$ cat src/rtl/serial_link_tx.sv
// Buffered bit-serial transmitter: FIFO-queued words are shifted out on a
// ser_clk/ser_data pair under a tx_ready / remote_ready handshake.
module serial_link_tx #(
   parameter int DATA_WIDTH = 4,
   parameter int DEPTH      = 4,
   parameter int CLK_DIV    = 4,
   parameter bit MSB_FIRST  = 1'b1
) (
   input  logic                         clk,
   input  logic                         rst,
   input  logic                         wr_en,
   input  logic [DATA_WIDTH-1:0]        wr_data,
   input  logic                         remote_ready,
   output logic                         full,
   output logic [$clog2(DEPTH+1)-1:0]   count,
   output logic                         overflow,
   output logic                         tx_ready,
   output logic                         ser_clk,
   output logic                         ser_data,
   output logic                         busy,
   output logic                         word_done
);

   localparam int CW   = $clog2(DEPTH+1);
   localparam int PW   = (DEPTH > 2) ? $clog2(DEPTH) : 1;
   localparam int DIVW = $clog2(CLK_DIV);
   localparam int BITW = (DATA_WIDTH > 1) ? $clog2(DATA_WIDTH) : 1;

   localparam logic [DIVW-1:0] DIV_LAST = DIVW'(CLK_DIV-1);
   localparam logic [DIVW-1:0] DIV_HALF = DIVW'(CLK_DIV/2);
   localparam logic [BITW-1:0] BIT_LAST = BITW'(DATA_WIDTH-1);
   localparam logic [PW-1:0]   PTR_LAST = PW'(DEPTH-1);
   localparam logic [CW-1:0]   CNT_FULL = CW'(DEPTH);

   typedef enum logic [1:0] {
      IDLE    = 2'd0,
      REQ     = 2'd1,
      SHIFT   = 2'd2,
      RELEASE = 2'd3
   } state_t;

   function automatic logic head_bit(input logic [DATA_WIDTH-1:0] w);
      return MSB_FIRST ? w[DATA_WIDTH-1] : w[0];
   endfunction

   function automatic logic [DATA_WIDTH-1:0] shift_once(input logic [DATA_WIDTH-1:0] w);
      return MSB_FIRST ? (w << 1'b1) : (w >> 1'b1);
   endfunction

   function automatic logic [PW-1:0] next_ptr(input logic [PW-1:0] p);
      return (p == PTR_LAST) ? PW'(0) : p + PW'(1);
   endfunction

   state_t                  state_r;
   logic [DATA_WIDTH-1:0]   mem_r [DEPTH];
   logic [PW-1:0]           wr_ptr_r;
   logic [PW-1:0]           rd_ptr_r;
   logic [CW-1:0]           count_r;
   logic [CW-1:0]           count_nx_s;
   logic                    full_r;
   logic                    overflow_r;
   logic [1:0]              sync_r;
   logic                    ready_s;
   logic                    push_s;
   logic                    pop_s;
   logic [DATA_WIDTH-1:0]   shift_r;
   logic [DIVW-1:0]         div_cnt_r;
   logic [DIVW-1:0]         div_inc_s;
   logic [BITW-1:0]         bit_cnt_r;
   logic                    tx_ready_r;
   logic                    ser_clk_r;
   logic                    ser_data_r;
   logic                    busy_r;
   logic                    word_done_r;

   assign ready_s   = sync_r[1];
   assign push_s    = wr_en && !full_r;
   assign pop_s     = (state_r == REQ) && ready_s;
   assign div_inc_s = div_cnt_r + DIVW'(1);

   // Two-flop synchroniser for the asynchronous remote_ready input
   always_ff @(posedge clk or negedge rst) begin
      if (!rst) begin
         sync_r <= 2'b00;
      end else begin
         sync_r <= {sync_r[0], remote_ready};
      end
   end

   // Next buffered-word count from this cycle's push/pop pair
   always_comb begin
      count_nx_s = count_r;
      if (push_s && !pop_s) begin
         count_nx_s = count_r + CW'(1);
      end else if (!push_s && pop_s) begin
         count_nx_s = count_r - CW'(1);
      end else begin
         count_nx_s = count_r;
      end
   end

   // FIFO storage; contents are don't-care until written
   always_ff @(posedge clk) begin
      if (push_s) begin
         mem_r[wr_ptr_r] <= wr_data;
      end
   end

   // FIFO pointers, occupancy and overflow flag
   always_ff @(posedge clk or negedge rst) begin
      if (!rst) begin
         wr_ptr_r   <= PW'(0);
         rd_ptr_r   <= PW'(0);
         count_r    <= CW'(0);
         full_r     <= 1'b0;
         overflow_r <= 1'b0;
      end else begin
         if (push_s) wr_ptr_r <= next_ptr(wr_ptr_r);
         if (pop_s)  rd_ptr_r <= next_ptr(rd_ptr_r);
         count_r    <= count_nx_s;
         full_r     <= (count_nx_s == CNT_FULL);
         // full_r, not the post-pop count, decides: a write while full is lost
         overflow_r <= wr_en && full_r;
      end
   end

   // Transfer FSM; every output is registered alongside the state it belongs to
   always_ff @(posedge clk or negedge rst) begin
      if (!rst) begin
         state_r     <= IDLE;
         shift_r     <= DATA_WIDTH'(0);
         div_cnt_r   <= DIVW'(0);
         bit_cnt_r   <= BITW'(0);
         tx_ready_r  <= 1'b0;
         ser_clk_r   <= 1'b0;
         ser_data_r  <= 1'b0;
         busy_r      <= 1'b0;
         word_done_r <= 1'b0;
      end else begin
         case (state_r)
            IDLE: begin
               if (count_r != CW'(0)) begin
                  state_r    <= REQ;
                  tx_ready_r <= 1'b1;
                  busy_r     <= 1'b1;
               end
            end
            REQ: begin
               if (ready_s) begin
                  state_r    <= SHIFT;
                  shift_r    <= mem_r[rd_ptr_r];
                  div_cnt_r  <= DIVW'(0);
                  bit_cnt_r  <= BITW'(0);
                  ser_data_r <= head_bit(mem_r[rd_ptr_r]);
                  ser_clk_r  <= 1'b0;
               end
            end
            SHIFT: begin
               if (div_cnt_r == DIV_LAST) begin
                  div_cnt_r <= DIVW'(0);
                  ser_clk_r <= 1'b0;
                  if (bit_cnt_r == BIT_LAST) begin
                     state_r     <= RELEASE;
                     tx_ready_r  <= 1'b0;
                     ser_data_r  <= 1'b0;
                     word_done_r <= 1'b0;
                  end else begin
                     bit_cnt_r  <= bit_cnt_r + BITW'(1);
                     shift_r    <= shift_once(shift_r);
                     ser_data_r <= head_bit(shift_once(shift_r));
                  end
               end else begin
                  div_cnt_r   <= div_inc_s;
                  ser_clk_r   <= (div_inc_s >= DIV_HALF);
                  word_done_r <= (div_inc_s == DIV_LAST) && (bit_cnt_r == BIT_LAST);
               end
            end
            RELEASE: begin
               // Remote must drop ready before another word is offered
               if (!ready_s) begin
                  state_r <= IDLE;
                  busy_r  <= 1'b0;
               end
            end
            default: begin
               state_r     <= IDLE;
               tx_ready_r  <= 1'b0;
               ser_clk_r   <= 1'b0;
               ser_data_r  <= 1'b0;
               busy_r      <= 1'b0;
               word_done_r <= 1'b0;
            end
         endcase
      end
   end

   assign full      = full_r;
   assign count     = count_r;
   assign overflow  = overflow_r;
   assign tx_ready  = tx_ready_r;
   assign ser_clk   = ser_clk_r;
   assign ser_data  = ser_data_r;
   assign busy      = busy_r;
   assign word_done = word_done_r;

endmodule
$ cat config.mk
export PLATFORM = sky130hd
export DESIGN_NAME = serial_link_tx
export DESIGN_NICKNAME = d
export VERILOG_FILES = /design/src/rtl/serial_link_tx.sv
export SDC_FILE = /design/constraint.sdc
export NUM_CORES = 1
export LEC_CHECK = 0
export BUFFER_PORTS_ARGS = -buffer_cell sky130_fd_sc_hd__buf_2
export CAP_MARGIN = 20
export CORE_ASPECT_RATIO = 0.6
export CORE_MARGIN = 3
export CORE_UTILIZATION = 55
export CTS_BUF_LIST = sky130_fd_sc_hd__clkbuf_16
export DETAILED_ROUTE_END_ITERATION = 7
export GPL_TIMING_DRIVEN = 0
export HOLD_SLACK_MARGIN = 0.15
export MAX_ROUTING_LAYER = met4
export PLACE_DENSITY = 0.75
export SLEW_MARGIN = 10
export SYNTH_ARGS = -nofsm -noshare
export SYNTH_HDL_FRONTEND = slang
export SYNTH_SLANG_ARGS = --single-unit
$ cat constraint.sdc
create_clock -name clk -period 2.95 [get_ports clk]
set_input_delay 0.1475 -clock clk [delete_from_list [all_inputs] [get_ports clk]]
set_output_delay 0.1475 -clock clk [all_outputs]
set_load 0.005 [all_outputs]
==> results.json, run 1 <==
{
  "slowest_stage": "dfrtp_1",
  "vias": 1251,
  "outcome": "finished clean",
  "placed_area_um2": 2105,
  "wl_um": 3601,
  "synth-seq-area-share": 0.5507,
  "cts.sinks": 40,
  "cts.path.max_buffers": 2,
  "r2r-start": "state_r[0]",
  "grt_overflow_total": 0,
  "slew_headroom": 0.6427,
  "grtUsageTotal": 0.1927,
  "avgSynthCellArea_um2": 12.67,
  "antenna_found_initial": 0,
  "synth_edf_count": 16,
  "setup_tns_ns": 0,
  "finalHoldViolCount": 0,
  "antenna_left": 0,
  "drt-initial-drc-count": 40,
  "ctsResizeCount": 0,
  "core-area_um2": 3343,
  "endpoint_kind": "flip-flop",
  "drv_cap": 0,
  "hold_path.class": "reg2reg",
  "ioPinCount": 18,
  "cp.arrival_ns": 2.09,
  "crit_path_start": "state_r[0]",
  "path_cells": "inv_1 -> ha_1 -> buf_2 -> nor2b_1 -> or2_1 -> buf_2 -> o21ai_1 -> a22o_1",
  "slowest_delay_ns": 0.42,
  "die_y_um": 52.28,
  "tritoncts": "built",
  "synthCells": 155,
  "start_kind": "flip-flop",
  "p_leak_nw": 1.017,
  "dp_hpwl_um": 2593,
  "final_area_um2": 2312,
  "numCtsBuffers": 5,
  "maxSlewViolCount": 0,
  "worst_slew_pin_slew_ns": 0.5359,
  "ys.flop_type": "dfrtp_1",
  "multi_input_area_um2": 810.8,
  "grt_pass1_vias": 1289,
  "viasPerCell": 5.392,
  "clk_latency_ns": 0.28,
  "fmax_mhz": 520.2,
  "cts_setup_buffers": 0,
  "path_common_cell": "buf_2",
  "critPathKind": "reg2reg",
  "setup_viol": 0,
  "fin_skew_ns": 0.004545,
  "nets": 210,
  "drtPass1Iterations": 4,
  "seqCellArea_um2": 1081,
  "routedWlPerCell_um": 15.52,
  "crit_end": "bit_cnt_r[1]",
  "regToRegSetupSlack_ns": 1.03,
  "cp.required_ns": 3.12,
  "die_x_um": 83.13,
  "synth_area_um2": 1963,
  "path_clk_slew_ns": 0.06,
  "drive_above_1_share": 0.2246,
  "gp_congestion": 0.8521,
  "grt_pass1_wl_um": 6065,
  "vdd_drop_max_mv": 0.5711,
  "antenna_cells": 0,
  "synthArstFlopShare": 0.6000,
  "n_fill_cell": 245,
  "start_util": 0.5872,
  "htree_levels": 2,
  "clock-root-buffer": "clkbuf_16",
  "path_max_fanout": 8,
  "rows": 16,
  "grt_max_degree": 25,
  "fin_crit_sh": 0.6517,
  "syn_nets": 179,
  "rsz0062_at_grt": "false",
  "powerDensity_nw_per_um2": 1013,
  "ys_types": 39,
  "ys_warn_count": 0,
  "worstRegToRegCells": 8,
  "yosys_register_bits": 40,
  "drc": 0,
  "portBuffers": 17,
  "die-area_um2": 4346,
  "r2r_end": "bit_cnt_r[1]",
  "synthToLayoutAreaGrowth_pct": 17.78,
  "period_minus_slack_ns": 1.923
}
-- cells in the final DEF (no fill, tap or decap), drive strengths merged, types with 6 or more instances in the layout --
| cell | netlist | routed |
|---|---|---|
| nand2 | 12 | 12 |
| clkbuf | 1 | 6 |
| ha | 16 | 16 |
| dfrtp | 24 | 24 |
| dlygate4sd3 | 0 | 7 |
| a21oi | 9 | 9 |
| edfxtp | 16 | 16 |
| o21ai | 10 | 10 |
| nor2 | 7 | 7 |
| inv | 11 | 13 |
| buf | 4 | 21 |
-- kinds of logic (layout without fill, tap and decap cells) --
group,Yosys count,after routing,synth area share
multiplexers,11,11,0.08286
flip-flops,40,40,0.5507
AO/OA/AOI/OAI,29,29,0.09751
XOR/XNOR,2,2,0.01275
AND/OR/NAND/NOR,40,40,0.1122
adder cells (fa/ha/maj),17,17,0.1077
buffers and inverters,16,48,0.03632
-- per-stage QoR --
step	hold slack [ns]	util	setup WS [ns]	instances	total power [mW]
6_report	0.3485	0.6916	1.027	232	2.342
5_1_grt	0.3826	0.6916	0.8926	232	2.510
4_1_cts	0.3484	0.6916	1.062	232	2.362
3_5_place_dp	0.1679	0.6295	1.068	217	1.834
3_3_place_gp	0.1482	0.6295	1.127	217	1.759
2_1_floorplan	-0.1481	-	1.262	155	1.577
-- repair_timing --
item | in CTS | in global routing
endpoints found under the setup margin | 0 | 0
hold endpoints to repair | 42 | 0
hold buffers | 7 | 0
-- power by group --
part / total, mW / switching [mW] / internal [mW]
sequential: 0.891 / 0.134 / 0.757
combinational: 0.947 / 0.499 / 0.449
clock: 0.504 / 0.199 / 0.305
-- worst min path at each step --
| stage | start | to | slack (ns) | cells after the start |
|---|---|---|---|---|
| floorplan | rst | bit_cnt_r[0] | -0.15 | 0 |
| global placement | rst | word_done | 0.15 | 1 |
| finish | sync_r[0] | sync_r[1] | 0.35 | 0 |
| CTS | sync_r[0] | sync_r[1] | 0.35 | 0 |
| global route | sync_r[0] | sync_r[1] | 0.38 | 0 |
| detailed placement | rst | word_done | 0.17 | 1 |
-- metal layers --
layer / GRT usage / wire, um / share of wire / vias to the layer above
met1: 0.2146 / 1605 / 0.45 / 615
met2: 0.3364 / 1791 / 0.50 / 23
met4: 0.08424 / 68 / 0.019 / 0
li1: - / - / - / 605
met5: - / 0 / 0 / -
met3: 0.05181 / 135 / 0.037 / 8
-- Yosys cell counts, types with 2 or more instances --
master / instances / area, um2
and2_1: 5 / 31.28
a22o_1: 2 / 17.52
o21ai_0: 7 / 35.03
nand2b_1: 2 / 12.51
edfxtp_1: 16 / 480.5
inv_1: 11 / 41.29
nor2b_1: 4 / 25.02
nor2_1: 7 / 26.28
or2_2: 2 / 12.51
dfrtp_1: 24 / 600.6
mux4_2: 4 / 90.09
nand2_1: 11 / 41.29
o221ai_1: 2 / 17.52
mux2i_1: 5 / 50.05
ha_1: 16 / 200.2
buf_2: 3 / 15.01
a21oi_1: 9 / 45.04
o21ai_1: 3 / 15.01
nor3_1: 2 / 10.01
-- state kept, by name, summed over array words and instances, names as in the netlist --
name,count
busy,1
wr_ptr_r,2
count,3
overflow,1
state_r,2
rd_ptr_r,2
word_done,1
div_cnt_r,2
full,1
ser_data,1
mem_r,16
sync_r,2
bit_cnt_r,2
shift_r,3
tx_ready,1
-- critical path: cells and delay by family, from the launching register on --
| kind | cells | cell delay [ns] |
|---|---|---|
| AND/OR/NAND/NOR | 2 | 0.44 |
| buffers and inverters | 3 | 0.51 |
| flip-flops | 1 | 0.42 |
| adder cells (fa/ha/maj) | 1 | 0.16 |
| AO/OA/AOI/OAI | 2 | 0.28 |
-- cell type report --
cell class | instances | share of cell area
clock buffers | 5 | 0.05411
flip-flops and latches | 40 | 0.4675
clock inverters | 3 | 0.005411
inverters | 11 | 0.01786
repair buffers | 24 | 0.06710
plain buffers | 5 | 0.01299
multi-input cells | 99 | 0.3506
well taps | 45 | 0.02435
Power figures use the tool's default switching activity.
==> inputs of run 2 (changes only) <==
Clock period 2.95 ns to 2 ns, I/O delays scaled along.
==> results.json, run 2 (same netlist as run 1, synthesis figures left out) <==
{
  "synthToLayoutAreaGrowth_pct": 18.42,
  "wl_um": 3582,
  "antenna_left": 0,
  "routedWlPerCell_um": 15.44,
  "placed_area_um2": 2105,
  "finalHoldViolCount": 0,
  "gp_congestion": 0.8521,
  "htree_levels": 2,
  "die_y_um": 52.28,
  "setup_tns_ns": 0,
  "setup_viol": 0,
  "fin_hold_ws_ns": 0.3329,
  "total_power_mw": 3.469,
  "final_cell_mix": "dfrtp_1, buf_2, edfxtp_1",
  "n_fill_cell": 240,
  "largest_register": "mem_r",
  "largest_reg_flops": 16,
  "grt_pass1_vias": 1289,
  "die-area_um2": 4346,
  "cts.path.max_buffers": 2,
  "maxSlewViolCount": 0,
  "fin_skew_ns": 0.005262,
  "die_x_um": 83.13,
  "ioPinCount": 18,
  "vias": 1269,
  "path_clk_slew_ns": 0.06,
  "endpoint_kind": "flip-flop",
  "core-area_um2": 3343,
  "period_minus_slack_ns": 1.854,
  "antenna_cells": 0,
  "portBuffers": 17,
  "rows": 16,
  "path_max_fanout": 8,
  "final_common_cell": "dfrtp_1",
  "slew_headroom": 0.6425,
  "drt-initial-drc-count": 44,
  "fin_util": 0.6954,
  "post-place-ws_ns": 0.1184,
  "hold_path.class": "in2async",
  "cts.sinks": 40,
  "setup_slack_ns": 0.1463,
  "numCtsBuffers": 5,
  "grt_overflow_total": 0,
  "drive_above_1_share": 0.2460,
  "cp.required_ns": 2.17,
  "drtPass1Iterations": 4,
  "worst_slew_pin_slew_ns": 0.5362,
  "dp_hpwl_um": 2593,
  "vdd_drop_max_mv": 0.8431,
  "drv_cap": 0,
  "powerDensity_nw_per_um2": 1492,
  "final_area_um2": 2325,
  "grt_max_degree": 25,
  "critPathKind": "reg2reg",
  "clock-root-buffer": "clkbuf_16",
  "nets": 210,
  "start_util": 0.5872,
  "p_leak_nw": 1.017,
  "drc": 0,
  "grtUsageTotal": 0.1927,
  "antenna_found_initial": 0,
  "clk_latency_ns": 0.28,
  "cp.arrival_ns": 2.02,
  "final_cells": 232,
  "tritoncts": "built",
  "rsz0062_at_grt": "false",
  "grt_pass1_wl_um": 6065,
  "dpl.cell_count": 217,
  "fin_crit_sh": 0.9269,
  "start_kind": "flip-flop",
  "fmax_mhz": 539.5,
  "outcome": "finished clean",
  "viasPerCell": 5.470
}
[run 2: what timing repair did]
item	in CTS	in global routing
endpoints found under the setup margin	0	4
resized for setup	0	4
buffers inserted	0	0
hold buffers	7	0
endpoints found under the hold margin	42	0
[run 2: final cells by class]
type | count | area, um2 | share of cell area
buffer | 5 | 30.03 | 0.01292
clock buffer | 5 | 125.1 | 0.05382
timing repair buffer | 24 | 155.1 | 0.06674
inverter | 11 | 41.29 | 0.01776
clock inverter | 3 | 12.51 | 0.005382
sequential | 40 | 1081 | 0.4650
multi-input combinational | 99 | 823.3 | 0.3541
tap | 45 | 56.30 | 0.02422
[run 2: path summary, 6_finish.rpt]
path / cells after the start / endpoint / slack [ns] / start
setup / recovery: 8 / ser_data / 0.15 / state_r[0]
hold / removal: 2 / ser_data / 0.33 / rst
setup reg to reg: 8 / ser_data / 0.15 / state_r[0]
hold reg to reg: 0 / sync_r[1] / 0.35 / sync_r[0]
max in group asynchronous: 2 / wr_ptr_r[1] / 1.31 / rst
min in group clk: 0 / sync_r[1] / 0.35 / sync_r[0]
[run 2: where the power goes]
part,internal [mW],leakage [nW],switching (mW)
Sequential,1.12,0.435,0.196
Clock,0.450,0.0762,0.296
Combinational,0.671,0.506,0.738
[run 2: layer usage]
layer | global-route usage | share of wire
met3 | 0.05181 | 0.043
met5 | - | 0
met4 | 0.08424 | 0.020
met2 | 0.3364 | 0.50
met1 | 0.2146 | 0.44
[run 2: worst max-delay path: stages (launching register included)]
cell and delay [ns]:
dfrtp_1 0.40, inv_1 0.11, ha_1 0.20, buf_2 0.18, nor2b_2 0.19, or2_1 0.20
buf_2 0.15, a311oi_2 0.23, a21oi_1 0.06
